File: src/rtl/qtcore_scan_sequencer.sv
// Host-side sequencer for the qtcore_a1 scan chain and run enable: byte-wide chain swap
// (write bytes shifted in MSB-first, previous contents captured as read bytes) and bounded runs.
module qtcore_scan_sequencer #(
  parameter int unsigned CHAIN_LEN = 168,
  parameter int unsigned RUN_W     = 8
) (
  input  logic             clk_in,
  input  logic             rst_in,
  input  logic             cmd_valid_in,
  output logic             cmd_ready_out,
  input  logic [1:0]       cmd_op_in,
  input  logic [RUN_W-1:0] cmd_arg_in,
  input  logic             wr_valid_in,
  output logic             wr_ready_out,
  input  logic [7:0]       wr_data_in,
  output logic             rd_valid_out,
  input  logic             rd_ready_in,
  output logic [7:0]       rd_data_out,
  output logic             scan_enable_out,
  output logic             scan_in_out,
  input  logic             scan_out_in,
  output logic             proc_en_out,
  input  logic             halt_in,
  output logic             done_out,
  output logic             halted_out,
  output logic             err_out
);

  localparam int unsigned NumBytes = CHAIN_LEN / 8;
  localparam int unsigned ByteW    = $clog2(NumBytes + 1);

  if ((CHAIN_LEN % 8) != 0 || CHAIN_LEN == 0) begin : g_len_check
    $error("CHAIN_LEN must be a nonzero multiple of 8");
  end

  typedef enum logic [2:0] {StIdle, StWaitByte, StShift, StRun, StDone} state_e;

  state_e           state_q, state_d;
  logic [7:0]       tx_q, tx_d;
  logic [7:0]       rx_q, rx_d;
  logic [7:0]       rd_data_q, rd_data_d;
  logic [2:0]       bit_cnt_q, bit_cnt_d;
  logic [ByteW-1:0] byte_cnt_q, byte_cnt_d;
  logic [RUN_W-1:0] run_cnt_q, run_cnt_d;
  logic             rd_valid_q, rd_valid_d;
  logic             halted_q, halted_d;
  logic             err_q, err_d;
  logic             rd_pending;

  // A byte being consumed this cycle is not pending: the next shift can start right after.
  assign rd_pending = rd_valid_q & ~rd_ready_in;

  always_comb begin
    state_d    = state_q;
    tx_d       = tx_q;
    rx_d       = rx_q;
    rd_data_d  = rd_data_q;
    bit_cnt_d  = bit_cnt_q;
    byte_cnt_d = byte_cnt_q;
    run_cnt_d  = run_cnt_q;
    rd_valid_d = rd_pending;
    halted_d   = halted_q;
    err_d      = err_q;

    unique case (state_q)
      StIdle: begin
        if (cmd_valid_in) begin
          halted_d = 1'b0;
          err_d    = 1'b0;
          unique case (cmd_op_in)
            2'b00: begin
              state_d    = StWaitByte;
              byte_cnt_d = ByteW'(NumBytes);
            end
            2'b01: begin
              if (cmd_arg_in != '0) begin
                state_d   = StRun;
                run_cnt_d = cmd_arg_in;
              end else begin
                state_d = StDone;
              end
            end
            default: begin
              state_d = StDone;
              err_d   = 1'b1;
            end
          endcase
        end
      end
      StWaitByte: begin
        if (wr_valid_in && !rd_pending) begin
          tx_d      = wr_data_in;
          bit_cnt_d = '0;
          state_d   = StShift;
        end
      end
      StShift: begin
        tx_d      = {tx_q[6:0], 1'b0};
        rx_d      = {rx_q[6:0], scan_out_in};
        bit_cnt_d = bit_cnt_q + 3'd1;
        if (bit_cnt_q == 3'd7) begin
          rd_data_d  = {rx_q[6:0], scan_out_in};
          rd_valid_d = 1'b1;
          byte_cnt_d = byte_cnt_q - ByteW'(1);
          state_d    = (byte_cnt_q == ByteW'(1)) ? StDone : StWaitByte;
        end
      end
      StRun: begin
        run_cnt_d = run_cnt_q - RUN_W'(1);
        if (halt_in) begin
          halted_d = 1'b1;
          state_d  = StDone;
        end else if (run_cnt_q == RUN_W'(1)) begin
          state_d = StDone;
        end
      end
      StDone: state_d = StIdle;
      default: state_d = StIdle;
    endcase
  end

  always_ff @(posedge clk_in) begin
    if (rst_in) begin
      state_q    <= StIdle;
      tx_q       <= '0;
      rx_q       <= '0;
      rd_data_q  <= '0;
      bit_cnt_q  <= '0;
      byte_cnt_q <= '0;
      run_cnt_q  <= '0;
      rd_valid_q <= 1'b0;
      halted_q   <= 1'b0;
      err_q      <= 1'b0;
    end else begin
      state_q    <= state_d;
      tx_q       <= tx_d;
      rx_q       <= rx_d;
      rd_data_q  <= rd_data_d;
      bit_cnt_q  <= bit_cnt_d;
      byte_cnt_q <= byte_cnt_d;
      run_cnt_q  <= run_cnt_d;
      rd_valid_q <= rd_valid_d;
      halted_q   <= halted_d;
      err_q      <= err_d;
    end
  end

  // Core-facing pins decode only registered state so they never see a host input.
  assign cmd_ready_out   = (state_q == StIdle);
  assign wr_ready_out    = (state_q == StWaitByte) && !rd_pending;
  assign scan_enable_out = (state_q == StShift);
  assign scan_in_out     = (state_q == StShift) && tx_q[7];
  assign proc_en_out     = (state_q == StRun);
  assign done_out        = (state_q == StDone);
  assign rd_valid_out    = rd_valid_q;
  assign rd_data_out     = rd_data_q;
  assign halted_out      = halted_q;
  assign err_out         = err_q;

endmodule
File: config.mk
export PLATFORM = sky130hd
export DESIGN_NAME = qtcore_scan_sequencer
export DESIGN_NICKNAME = d
export VERILOG_FILES = /design/src/rtl/qtcore_scan_sequencer.sv
export SDC_FILE = /design/constraint.sdc
export NUM_CORES = 1
export LEC_CHECK = 0
export CORE_MARGIN = 8
export CORE_UTILIZATION = 52
export DETAILED_ROUTE_END_ITERATION = 6
export GPL_TIMING_DRIVEN = 0
export PLACE_DENSITY = 0.85
export SLEW_MARGIN = 10
export SYNTH_ARGS = -nofsm -noshare
export SYNTH_HDL_FRONTEND = slang
export SYNTH_SLANG_ARGS = --single-unit
File: constraint.sdc
create_clock -name clk_in -period 2.7 [get_ports clk_in]
set_clock_uncertainty 0.15 [all_clocks]
set_input_delay 0.27 -clock clk_in [delete_from_list [all_inputs] [get_ports clk_in]]
set_output_delay 0.27 -clock clk_in [all_outputs]
set_load 0.1 [all_outputs]
Word-level counts from Yosys, hierarchy flattened:

Cells that the tools add are included.

* bits in registers: 45
* input bits: 25
* logic and storage cells: 76

* $add $sub $neg: 3
* eq/ne operators: 16
* mux-type cells: 27
* bitwise operators: 2
* reductions and logical operators: 18

Operator list (number)
* 2-to-1 mux 8 bit: 4
* case mux 8 bit (2 select lines): 2
* 2-to-1 mux 3 bit: 8
* 2-to-1 mux 5 bit: 3
* case mux 3 bit (2 select lines): 2
* case mux 3 bit (4 select lines): 1
* AND reduction 4 bit: 3
* != test 2 x 1 -> 1 bit (second input constant): 5
* case mux 5 bit (2 select lines): 1
* equality test 8 x 1 -> 1 bit (second input constant): 1
* nonzero test 8 bit: 1
* subtractor 8 x 1 -> 8 bit (second input constant): 1
* equality test 3 x 2 -> 1 bit (second input constant): 2
* equality test 3 bit (second input constant): 2
* AND reduction 2 bit: 3
* nonzero test 2 bit: 3
* equality test 5 x 1 -> 1 bit (second input constant): 1
* 2-to-1 mux 1 bit: 5
* subtractor 5 x 1 -> 5 bit (second input constant): 1
* != test 2 bit (second input constant): 2
* adder 3 x 1 -> 3 bit (second input constant): 1
* equality test 3 x 1 -> 1 bit (second input constant): 1
* logical AND 1 bit: 3
* zero test 3 bit: 1
* other kinds (9): 9

Longest topological paths before layout:

Gate-level depths: netlist of run 1.

* depth after elaboration: 6
* mapped depth: 8

Least setup slack after synthesis of run 1:

No wires, ideal clock.

* path kind: reg2out
* start point: register state_q[1]
* end point: output done_out
* arrival time: 2.697 ns
* required time: 2.280 ns
* path slack: -0.417 ns
* cell stages (with the launch flop): 3
* path buffers: 1
* cells stage by stage: dfxtp_1 > buf_4 > nor3b_1

* cells in the longest elaborated chain, start to end: 1

Ends and longest elaborated chain
* from (decl): line 38 `state_e state_q, state_d;`
* from (signal assigned): line 124 `state_q <= StIdle;`
* from (signal assigned): line 135 `state_q <= state_d;`
* equality test 3 bit: line 154 `assign done_out = (state_q == StDone);`
* to (decl): line 24 `output logic done_out,`

No other way between the ends.

Worst setup path after layout of run 1:

* start point: register state_q[1]
* end point: output cmd_ready_out

* cells in the longest elaborated chain, start to end: 1

Ends and longest elaborated chain
* zero test 3 bit: line 149 `assign cmd_ready_out = (state_q == StIdle);`
* to (decl): line 10 `output logic cmd_ready_out,`

No other way between the ends.

==> metrics.txt, run 1 <==
die area approximately 0.0067 mm²; Die H 82.0 µm; min cycle time layout 2640 ps; Post-synth ARST share 0%; Slew HR 34.5%; number of buffers created by CTS 5; maximum vdd drop 0.512 mV; sum of negative setup slack 0 ps; cell taking the most area after synthesis dfxtp_1; PwrDens 728 mW/mm²; reg2reg start state_q[0]; Comb power frac 36.0%; final hold viol count 0; Hold Path Origin rst_in; P_int 1310 µW; post-synthesis register bit count 45; initial antenna violation count 0; synthesized net count 303; 1st-iter DRT viols 141; worst hold endpoint state_q[1]; # IOs 42; H-tree levels 2; Final HPWL DP 4260 µm; top achievable clock speed 379 MHz; drt total wl 5840 µm; total gr overflow 0; Vias 2207; first-pass GRT wire length between 9000 and 10000 µm; synth top area cells dfxtp_1 (40%), a21oi_1 (8.2%), nand2_1 (7.1%); ys flop type dfxtp_1; nets 350; Core ar. around 0.0043 mm²; Reg area 901 µm²; input/output buffers 40; die width 82.0 µm; Worst Max-Slew Pin Slew 980 ps; CP cell instances buf_4 > nor3_1 > clkbuf_1 > clkdlybuf4s15_2; sequential share of the synthesized area 39.8%; area occupied by multi-input gates between 0.001 and 0.0015 mm²; Rows 24; Synth Instances 272; DRC Markers 0; final setup fails 0; largest net degree at the start of global routing 15; number of global-route vias before repair 2177; Yosys cell types 50; EDFF count, synth 0; top cells by count, synth dfxtp_1 (45), nand2_1 (43), a21oi_1 (37); CTS tree done; Max Cap Violations 0; GRT Total Usage 18.3%; FILL cells 379; ANT cells 0; CP required 2280 ps; Setup Fix Bufs, Post-CTS 0; Setup Slack @ Placement -356 ps; crit path max-delay cell type clkdlybuf4s15_2; Clock Sinks 45; CTS resizes 15; Final GP Congestion 0.916; leakage power 0.00111 µW; Pre-antenna DRT Iters 4; Worst Path Buf+Inv 3; Clk Latency, worst-skew pair roughly 310 ps; crit-path max FO 10; Data arrival, critical path 2220 ps; initial core utilization between 50% and 60%; status complete, no violations; max-slew violation count 0; Reg2Reg Depth 5; share of the synthesized area in the top cell type about two fifths; CP max stage delay 630 ps; Syn. warnings 0; post-route setup slack 64.6 ps; Hold Path Cell Cnt 2; top-count cell post-synth dfxtp_1; worst hold margin approximately 90 ps; Seq pwr share 38.2%; Net Sw Frac around 37%; Hold WC Path Type in2reg; CP Capture Type output pin; Syn Area/Cell roughly 8.3 µm²; vias per cell 5.93; crit path kind reg2out; DRT antenna net count 0; Wirelength per Cell 15.7 µm; CTS root buffer clkbuf_8; setup slack, reg-to-reg 530 ps; Psw 769 µW; clk buf depth 2; FF-to-FF End run_cnt_q[2]; Clock power frac 25.8%; clk slew on worst S/H paths around 80 ps; cts hold-fix bufs 0; unrepaired setup endpoints after global routing no; Layout Area Growth over Synthesis 25.8%; crit start category flip-flop; Final period util around 98%; Post-Synthesis Cell Area 0.00227 mm²; delay-heaviest family, CP buffers and inverters; layout cell share with drive strength beyond 1 a little over a tenth
## worst max-delay path by stage
| stage | start | end | slack, ps | depth (start not counted) |
|---|---|---|---|---|
| 6_report | state_q[1] | cmd_ready_out | 60 | 4 |
| 5_1_grt | state_q[0] | scan_in_out | 10 | 7 |
| 4_1_cts | state_q[0] | scan_enable_out | 2 | 6 |
| 3_5_place_dp | state_q[0] | scan_in_out | -360 | 7 |
| 3_3_place_gp | state_q[0] | scan_in_out | -350 | 7 |
| 2_1_floorplan | rd_valid_out | wr_ready_out | 80 | 2 |
## cell usage in the layout (no fill, tap or decap), drive strengths merged, types with 2 or more instances in the layout
master          n
buf            12
a21oi          37
nor2b           2
a311oi          2
ha              6
clkdlybuf4s50  35
a211oi          8
mux2i          10
clkbuf         13
o21ai           4
inv             8
o41ai           2
nor3b           2
o22ai           2
nor4b           2
nand3b          2
a2bb2oi         3
or3b            3
dfxtp          45
nand3           4
nor4            5
nand2          43
a31oi           5
o32ai           4
and2            3
nor2           26
nor3            6
nand2b          5
## logic make-up (layout without fill, tap and decap cells)
kind of cell | after synthesis | in the layout | synth area share (%)
muxes | 11 | 11 | 4.91
AOI/OAI and AO/OA | 77 | 77 | 22.2
buffers and inverters | 27 | 75 | 6.63
DFF | 45 | 45 | 39.8
and+or+nand+nor | 106 | 106 | 23.2
adders and majority gates | 6 | 6 | 3.31
## registers in the layout, indices dropped and copies added, names as in the netlist
signal / cells
bit_cnt_q: 3
byte_cnt_q: 5
err_out: 1
halted_out: 1
rd_data_out: 8
rd_valid_out: 1
run_cnt_q: 8
rx_q: 7
state_q: 3
tx_q: 8
## power by group through the flow
stage,clock [µW],combinational [µW],sequential [µW]
2_1_floorplan,0,551,808
3_3_place_gp,0,724,802
3_5_place_dp,0,740,806
4_1_cts,542,739,791
5_1_grt,569,795,803
6_report,535,746,793
## cell type report
| class | count | share of cell area [%] |
|---|---|---|
| Multi-Input combinational cell | 200 | 42.8 |
| Clock inverter | 2 | 1.32 |
| Clock buffer | 6 | 2.90 |
| Tap cell | 52 | 2.28 |
| Sequential cell | 45 | 31.6 |
| Buffer | 18 | 4.08 |
| Inverter | 9 | 1.19 |
| Timing Repair Buffer | 40 | 13.8 |
## worst reg2reg max path, stage by stage, from the launching register on
cell and delay, ps:
dfxtp_1 310, buf_4 170, nor4b_4 650, a2bb2oi_2 280, nand2_1 220, o32ai_1 310
## routing by layer
metal / GRT usage [%] / routed length [µm] / vias to the layer above
met5: 0 / 0 / -
met2: 30.3 / 2820 / 72
li1: - / - / 1063
met3: 4.38 / 335 / 12
met4: 7.54 / 70 / 0
met1: 22.3 / 2620 / 1060
## metrics by stage
stage / util, % / power, µW / cell area, µm² / instances
final: 66.8 / 2070 / 2850 / 372
after global routing: 66.8 / 2170 / 2850 / 372
after CTS: 67.0 / 2070 / 2860 / 372
after detailed placement: 64.2 / 1550 / 2740 / 364
after global placement: 64.2 / 1530 / 2740 / 364
after floorplan: - / 1360 / 2270 / 272
No activity file was read; power rests on OpenSTA's default activity.
==> run 2: changes to the inputs <==
--- a/config.mk
+++ b/config.mk
@@ -5,11 +5,13 @@
 export SDC_FILE = /design/constraint.sdc
 export NUM_CORES = 1
 export LEC_CHECK = 0
+export CELL_PAD_IN_SITES_DETAIL_PLACEMENT = 2
+export CELL_PAD_IN_SITES_GLOBAL_PLACEMENT = 2
 export CORE_MARGIN = 8
-export CORE_UTILIZATION = 52
+export CORE_UTILIZATION = 30
 export DETAILED_ROUTE_END_ITERATION = 6
 export GPL_TIMING_DRIVEN = 0
-export PLACE_DENSITY = 0.85
+export PLACE_DENSITY = 0.83
 export SLEW_MARGIN = 10
 export SYNTH_ARGS = -nofsm -noshare
 export SYNTH_HDL_FRONTEND = slang
==> run 2 against run 1 <==
Worst setup slack improved by 40 ps. Die area increased by 57%. Critical endpoint is now scan_enable_out. Combinational power increased by 3.4%. Critical path type unchanged. Non-clock buffer count unchanged. Wire length increased by 28%. Clock power decreased by 15%. Highest routed layer unchanged.
==> metrics.txt, run 2 (synthesis results as in run 1) <==
status complete, no violations; Final Cell Area between 0.002 and 0.003 mm²; reg2reg start state_q[0]; min cycle time layout 2600 ps; area occupied by multi-input gates approximately 0.0012 mm²; unrepaired setup endpoints after global routing no; input/output buffers 40; die area 0.0106 mm²; crit start category flip-flop; Clock Sinks 45; final hold viol count 0; Clk Latency, worst-skew pair 310 ps; H-tree levels 2; commonest non-fill, non-tap cell in the layout dfxtp_1; total power 2020 µW; layout cell share with drive strength beyond 1 10.6%; CP Capture Type output pin; initial antenna violation count 0; CP max stage delay 470 ps; Layout Area Growth over Synthesis 26.8%; top achievable clock speed 385 MHz; DRC Markers 0; CP required 2280 ps; nets 350; vias per cell 5.28; Reg area 901 µm²; clk slew on worst S/H paths 90 ps; final setup fails 0; placed inst area 0.00280 mm²; DRT antenna net count 0; Hold WC Path Type in2reg; Hold Path Cell Cnt 2; Slew HR 31.7%; Worst Max-Slew Pin Slew 1020 ps; sum of negative setup slack 0 ps; Hold Path Origin rst_in; crit path max-delay cell type buf_2; Critical Path Start state_q[0]; drt total wl about 7500 µm; Final period util between 90% and 100%; initial core utilization slightly above 30%; total gr overflow 0; number of buffers created by CTS 5; Rows 31; max-slew violation count 0; most frequent cells in the layout dfxtp_1 (45), nand2_1 (43), a21oi_1 (37), clkdlybuf4s50_1 (35), nor2_1 (26); CTS tree done; maximum vdd drop 0.263 mV; CP cell instances buf_4 > or3b_1 > buf_4 > inv_2 > buf_2 > buf_2; final core utilization 39.4%; number of global-route vias before repair 2430; Data arrival, critical path 2180 ps; PwrDens 702 mW/mm²; Final HPWL DP 5690 µm; die width 103 µm; crit path kind reg2out; ANT cells 0; crit-path max FO 10; clk buf depth 2; Max Cap Violations 0; Setup Fix Bufs, Post-CTS 0; 1st-iter DRT viols 94; largest net degree at the start of global routing 17; Wirelength per Cell 17.9 µm; GRT Total Usage between 15 and 20%; leakage power between 0.001 and 0.0015 µW; Final GP Congestion 0.818; Reg2Reg Depth 5; Vias 2214; worst hold margin 94.6 ps; Die H about 100 µm; CTS root buffer clkbuf_8; Core ar. 0.00729 mm²; FILL cells 866; # IOs between 40 and 50; Pre-antenna DRT Iters 4; first-pass GRT wire length about 13000 µm
-- run 2: cell count changes in the layout (fill, tap and decap cells not counted), sizes merged --
cell,change
buf,+2
bufinv,-1
clkbuf,-1
clkdlybuf4s15,-1
clkdlybuf4s18,-1
clkinv,+1
inv,+1
-- run 2: final cells by class --
class                   count  share of cell area [%]
plain buffers              18                    4.05
clock buffers               5                    2.39
inverters                   9                    1.18
repair buffers             40                    13.4
well taps                  99                    4.31
multi-input cells         200                    42.5
flip-flops and latches     45                    31.3
clock inverters             3                   0.871
-- run 2: worst paths after layout --
path | endpoint | slack, ps
max | scan_enable_out | 100
min | state_q[1] | 90
max reg2reg | run_cnt_q[4] | 510
min reg2reg | rd_data_out[1] | 320
-- run 2: routing by layer --
layer	routed length [µm]	track usage [%]
met1	3540	19.5
met2	3670	25.8
met3	221	2.50
met4	78	4.00
met5	0	0
-- run 2: worst max-delay path: cells and delay by family, from the launching register on --
kind                   cells  cell delay, ps
buffers and inverters      5            1190
flip-flops                 1             320
AND/OR/NAND/NOR            1             350
-- run 2: where the power goes --
part | internal (µW) | total [µW] | switching [µW] | leakage (µW)
combinational | 268 | 771 | 502 | 0.000688
clock | 187 | 453 | 265 | 0.0000447
sequential | 735 | 795 | 60.7 | 0.000365
-- run 2: per-stage QoR --
| step | std cells | worst slack (ps) |
|---|---|---|
| 3_3_place_gp | 411 | -388 |
| 5_1_grt | 419 | 10.3 |
| 4_1_cts | 419 | 9.22 |
| 3_5_place_dp | 411 | -418 |
| 2_1_floorplan | 272 | 83.8 |
| 6_report | 419 | 104 |
-- run 2: repair_timing --
item | CTS | global route
gates cloned | 0 | 0
gates resized for setup | 20 | 3
hold buffers | 0 | 0
endpoints found under the setup margin | 5 | 2
